$ cat config.mk
export PLATFORM = sky130hd
export DESIGN_NAME = hazard_fwd_unit_p
export DESIGN_NICKNAME = d
export VERILOG_FILES = /design/src/rtl/hazard_fwd_unit_p.sv
export SDC_FILE = /design/constraint.sdc
export NUM_CORES = 1
export LEC_CHECK = 0
export ABC_AREA = 1
export CORE_ASPECT_RATIO = 0.8
export CORE_MARGIN = 2
export CORE_UTILIZATION = 49
export CTS_CLUSTER_SIZE = 40
export DETAILED_ROUTE_END_ITERATION = 10
export PLACE_DENSITY_LB_ADDON = 0.08
export SLEW_MARGIN = 15
export SYNTH_ARGS = -nofsm -noshare
export SYNTH_HDL_FRONTEND = slang
export SYNTH_SLANG_ARGS = --single-unit
$ cat constraint.sdc
create_clock -name CLK -period 1.35 [get_ports CLK]
set_input_delay 0.135 -clock CLK [delete_from_list [all_inputs] [get_ports CLK]]
set_output_delay 0.135 -clock CLK [all_outputs]
set_load 0.01 [all_outputs]
$ cat src/rtl/hazard_fwd_unit_p.sv
// hazard_fwd_unit_p: ID-stage hazard detection and operand-forwarding control.
// It keeps its own shift pipeline of in-flight destination tags (entry 1 = EX,
// entry FWD_STAGES = WB). It drives the per-source forwarding selects,
// load-use bubbles, multi-cycle data-memory freezes and taken-branch flushes.
// Optional build macro HAZ_PERF_CNT_EN adds saturating stall/flush counters.
module hazard_fwd_unit_p #(
    parameter int REG_AW     = 4,
    parameter int NUM_SRC    = 3,
    parameter int FWD_STAGES = 3,
    parameter int MEM_LAT    = 1,
    parameter int PC_IDX     = 15,
    // derived from FWD_STAGES; leave at its default
    parameter int SEL_W      = $clog2(FWD_STAGES + 1)
) (
    input  logic                       CLK,
    input  logic                       CLR,
    input  logic                       id_valid,
    input  logic [NUM_SRC*REG_AW-1:0]  id_src,
    input  logic [NUM_SRC-1:0]         id_src_use,
    input  logic [REG_AW-1:0]          id_rd,
    input  logic                       id_rf_en,
    input  logic                       id_load,
    input  logic                       br_taken,
    output logic [NUM_SRC*SEL_W-1:0]   fwd_sel,
    output logic                       pc_en,
    output logic                       ifid_le,
    output logic                       nop_sel,
    output logic                       ifid_flush
`ifdef HAZ_PERF_CNT_EN
    ,
    output logic [15:0]                stall_cnt,
    output logic [15:0]                flush_cnt
`endif
);

    localparam int CNT_W = $clog2(MEM_LAT + 1);

    // tag pipeline, index 1 = EX
    logic [FWD_STAGES:1]             v_q, v_d;
    logic [FWD_STAGES:1]             rf_en_q, rf_en_d;
    logic [FWD_STAGES:1]             ld_q, ld_d;
    logic [FWD_STAGES:1][REG_AW-1:0] rd_q, rd_d;
    logic [CNT_W-1:0]                cnt_q, cnt_d;

    logic [NUM_SRC*SEL_W-1:0] fwd_raw;
    logic                     luh;
    logic                     frz;
    logic                     s2_load;

    // a valid load sitting in MEM (stage 2); absent for a single tracked stage
    if (FWD_STAGES >= 2) begin : g_s2
        assign s2_load = v_q[2] & ld_q[2];
    end else begin : g_no_s2
        assign s2_load = 1'b0;
    end

    // youngest matching stage per source, plus load-use detection against EX
    always_comb begin
        fwd_raw = '0;
        luh     = 1'b0;
        for (int k = 0; k < NUM_SRC; k++) begin
            for (int s = FWD_STAGES; s >= 1; s--) begin
                if (id_src_use[k] && v_q[s] && rf_en_q[s] &&
                    rd_q[s] == id_src[k*REG_AW +: REG_AW] &&
                    id_src[k*REG_AW +: REG_AW] != REG_AW'(PC_IDX)) begin
                    fwd_raw[k*SEL_W +: SEL_W] = SEL_W'(s);
                    if (s == 1 && ld_q[1] && id_valid)
                        luh = 1'b1;
                end
            end
        end
    end

    // memory freeze: MEM_LAT-1 held cycles starting when a load lands in MEM;
    // the cycle the counter reads 1 is already the release cycle
    always_comb begin
        cnt_d = cnt_q;
        frz   = 1'b0;
        if (MEM_LAT > 1) begin
            if (cnt_q == '0) begin
                if (s2_load) begin
                    cnt_d = CNT_W'(MEM_LAT - 1);
                    frz   = 1'b1;
                end
            end else begin
                cnt_d = cnt_q - 1'b1;
                frz   = (cnt_q != CNT_W'(1));
            end
        end
    end

    // pipeline control outputs, priority reset > freeze > load-use > branch
    always_comb begin
        pc_en      = 1'b1;
        ifid_le    = 1'b1;
        nop_sel    = 1'b0;
        ifid_flush = 1'b0;
        fwd_sel    = fwd_raw;
        if (!CLR) begin
            pc_en   = 1'b0;
            ifid_le = 1'b0;
            nop_sel = 1'b1;
            fwd_sel = '0;
        end else if (frz) begin
            pc_en   = 1'b0;
            ifid_le = 1'b0;
        end else if (luh) begin
            pc_en   = 1'b0;
            ifid_le = 1'b0;
            nop_sel = 1'b1;
        end else if (br_taken) begin
            ifid_flush = 1'b1;
        end
    end

    // tag shift: hold on freeze, otherwise ID (or a bubble) enters EX
    always_comb begin
        v_d     = v_q;
        rd_d    = rd_q;
        rf_en_d = rf_en_q;
        ld_d    = ld_q;
        if (!frz) begin
            v_d[1]     = id_valid & ~nop_sel;
            rd_d[1]    = id_rd;
            rf_en_d[1] = id_rf_en;
            ld_d[1]    = id_load;
            for (int s = 2; s <= FWD_STAGES; s++) begin
                v_d[s]     = v_q[s-1];
                rd_d[s]    = rd_q[s-1];
                rf_en_d[s] = rf_en_q[s-1];
                ld_d[s]    = ld_q[s-1];
            end
        end
    end

    // state registers with synchronous active-low clear
    always_ff @(posedge CLK) begin
        if (!CLR) begin
            v_q     <= '0;
            rd_q    <= '0;
            rf_en_q <= '0;
            ld_q    <= '0;
            cnt_q   <= '0;
        end else begin
            v_q     <= v_d;
            rd_q    <= rd_d;
            rf_en_q <= rf_en_d;
            ld_q    <= ld_d;
            cnt_q   <= cnt_d;
        end
    end

`ifdef HAZ_PERF_CNT_EN
    logic [15:0] stall_cnt_q, stall_cnt_d;
    logic [15:0] flush_cnt_q, flush_cnt_d;

    // saturating event counters
    always_comb begin
        stall_cnt_d = stall_cnt_q;
        flush_cnt_d = flush_cnt_q;
        if ((frz || luh) && stall_cnt_q != 16'hFFFF)
            stall_cnt_d = stall_cnt_q + 16'd1;
        if (ifid_flush && flush_cnt_q != 16'hFFFF)
            flush_cnt_d = flush_cnt_q + 16'd1;
    end

    // counter registers
    always_ff @(posedge CLK) begin
        if (!CLR) begin
            stall_cnt_q <= '0;
            flush_cnt_q <= '0;
        end else begin
            stall_cnt_q <= stall_cnt_d;
            flush_cnt_q <= flush_cnt_d;
        end
    end

    assign stall_cnt = stall_cnt_q;
    assign flush_cnt = flush_cnt_q;
`else
    // no performance counters in this build
`endif

endmodule

==> qor.yml <==
synthCells: 227
dr.pass1.iters: 4
wl_um: 3240
worst_path_largest_cell_delay_ns: 0.40
drc_errors: 0
rsz0062_at_grt: "true"
num_vias: 1442
hold_end: "rd_d[7]"
tightest_slew_ns: 0.238
multiInputGateArea_um2: 863
ff_latch_area_um2: 412
clk_latency_ns: 0.29
critPathMaxFanout: 4
post-route-period-util_pct: 124
highest_layer: "met4"
gp_congestion: 0.896
cts-root-buf: "clkbuf_4"
finalInstanceArea_um2: 1920
synth_ff_type: "dfxtp_1"
drive_gt1_share_pct: 31.9
ys_seq_area_share_pct: 27.8
met3_wirelength_um: 144
overflow: 0
setup_slack_ns: -0.326
rows: 17
cts_buffer_depth: 2
ys_ff_latch: 19
wl_met2_um: 1480
grt_pass1_wl_um: 5330
numCtsBuffers: 3
min_from: "id_rd[3]"
fill_cells: 238
routedLengthMet1_um: 1580
critPathCaptureType: "output pin"
start_util_pct: 50.7
max_freq_mhz: 597
postPlaceCellArea_um2: 1840
crit_top_cell: "nand2_2"
grt_pass1_vias: 1250
r2r_slack_ns: 0.03
cts.sinks: 19
cp.required_ns: 1.22
die_w_um: 63.1
worstReg2RegStart: "rd_d[4]"
cp_slowest_cell: "dfxtp_4"
setup_tns_ns: -2.53
post_drt_wl_per_cell_um: 10.3
postRouteAntennaNets: 0
outcome: "complete, but fails checks"
synth_nets: 252
netlist_area_um2: 1370
period_minus_slack_ns: 1.68
p_per_area_nw_per_um2: 634
crit_type: "reg -> out"
ys_types: 20
r2r-end: "v_q[1]"
skew_ns: 0.00131
portBuffers: 34
diodes: 0
synth_enable_flop_cells: 0
yosys_warnings: 0
r2r_cells: 10
holdPathStages: 3
postCtsHoldBufs: 0
hold_violations: 0
min_path_type: "in -> reg"
fin_util_pct: 71.2
yosysTopAreaCell: "dfxtp_1"
violations: "setup timing"
peakVddDrop_uv: 644
nets: 302
synth_top_area_share_pct: 27.8
cts_tree: "yes"
fp.dieH_um: 51.3
grt_usage_pct: 21.1
vias_per_cell: 4.59
antenna_found_initial: 0
p_leak_uw: 0.00105
core_um2: 2700
grt_max_degree: 19
area_growth_pct: 40.5
synth_async_sr_flop_share_pct: 0
pre_cts_ws_ns: -0.786
slew_viol_final: 0
max_cap_violations: 0
dieArea_um2: 3240
crit_chain: "inv_4 -> nand2_2 -> nand2_2 -> nor2_2 -> nand3_2 -> nand2_2 -> nor2_4 -> nor2_4 -> inv_2 -> buf_6"
slew_headroom_pct: 84.1
detail_route.iter0.violations: 33
setup_violations: 10
ios: 35
clk_pin_slew_ns: 0.10
post_synth.cell_area_avg_um2: 6.04
hpwl_um: 2610
start_kind: "flip-flop"
ys_top_cells_by_area: "dfxtp_1, nand2_1, inv_1"
cts_htree_levels: 1
arrival_ns: 1.54
Yosys cell counts (2+ instances only):
master,n
nor2_2,7
a21oi_1,6
nand3_2,3
xnor2_1,3
nor2_4,5
nand2_2,5
nand4_1,3
o21ai_0,2
xor2_1,13
nand3_1,12
nor2_1,22
inv_1,42
dfxtp_1,19
inv_2,2
nand2_1,78
stage by stage:
step	instances	hold WS, ns	power [uW]
after CTS	313	0.342	1220
final	314	0.353	1220
after global routing	314	0.359	1310
after floorplan	227	0.233	787
after detailed placement	309	0.458	958
after global placement	309	0.449	954
flip-flops by register name, summed over array words and instances, names as in the netlist:
register  cells
rd_q          4
rf_en_q       3
ld_q          1
v_q           3
rd_d          8
cell usage in the layout (no fill, tap or decap), types with 7 or more instances in the layout:
cell type        count
dfxtp_2              7
clkdlybuf4s50_1     12
dlygate4sd2_1       11
nand2_2             13
nor2_2              12
buf_4               12
inv_1               36
buf_2                8
nor2_1              17
nand2_1             69
xor2_1              13
nand3_1             12
critical path: cells and delay by family (launching register included):
| kind | cells | cell delay, ns |
|---|---|---|
| AND/OR/NAND/NOR | 7 | 0.62 |
| flip-flops | 1 | 0.40 |
| buffers and inverters | 3 | 0.23 |
how the worst max path moves through the flow:
stage / end / start / depth (start not counted) / slack (ns)
2_1_floorplan: pc_en / rd_d[4] / 10 / 0.02
3_5_place_dp: fwd_sel[5] / id_src[8] / 9 / -0.79
6_report: pc_en / rd_d[4] / 10 / -0.33
4_1_cts: ifid_flush / rd_d[4] / 10 / -0.34
5_1_grt: ifid_le / rd_d[5] / 10 / -0.48
3_3_place_gp: fwd_sel[5] / id_src[8] / 9 / -0.75
layout make-up:
type                            instances  share of cell area, %
Timing Repair Buffer                   48                   21.0
Clock inverter                          1                  0.260
Sequential cell                        19                   21.4
Tap cell                               38                   2.47
Multi-Input combinational cell        161                   44.9
Inverter                               44                   8.84
Clock buffer                            3                   1.17
cells by family (layout without fill, tap and decap cells):
family	after synthesis	after routing	share of synthesized area, %
AOI/OAI and AO/OA	9	9	3.38
xor gates and xnor gates	16	16	10.2
buffers and inverters	47	96	13.2
and+or+nand+nor	136	136	45.4
DFF	19	19	27.8
report_power, final:
part	switching [uW]	internal, uW
Combinational	172	161
Clock	163	110
Sequential	32.6	581
routing by layer:
metal / vias up / GRT usage, %
met3: 6 / 1.98
li1: 773 / -
met4: 0 / 7.78
met1: 626 / 28.7
met2: 37 / 34.9
met5: - / 0
timing repair:
action	CTS	global route
setup buffers	0	1
endpoints found under the setup margin	11	11
gates cloned	0	0
gates resized for setup	73	26
pin swaps	12	16
(Power assumes the default switching activity.)
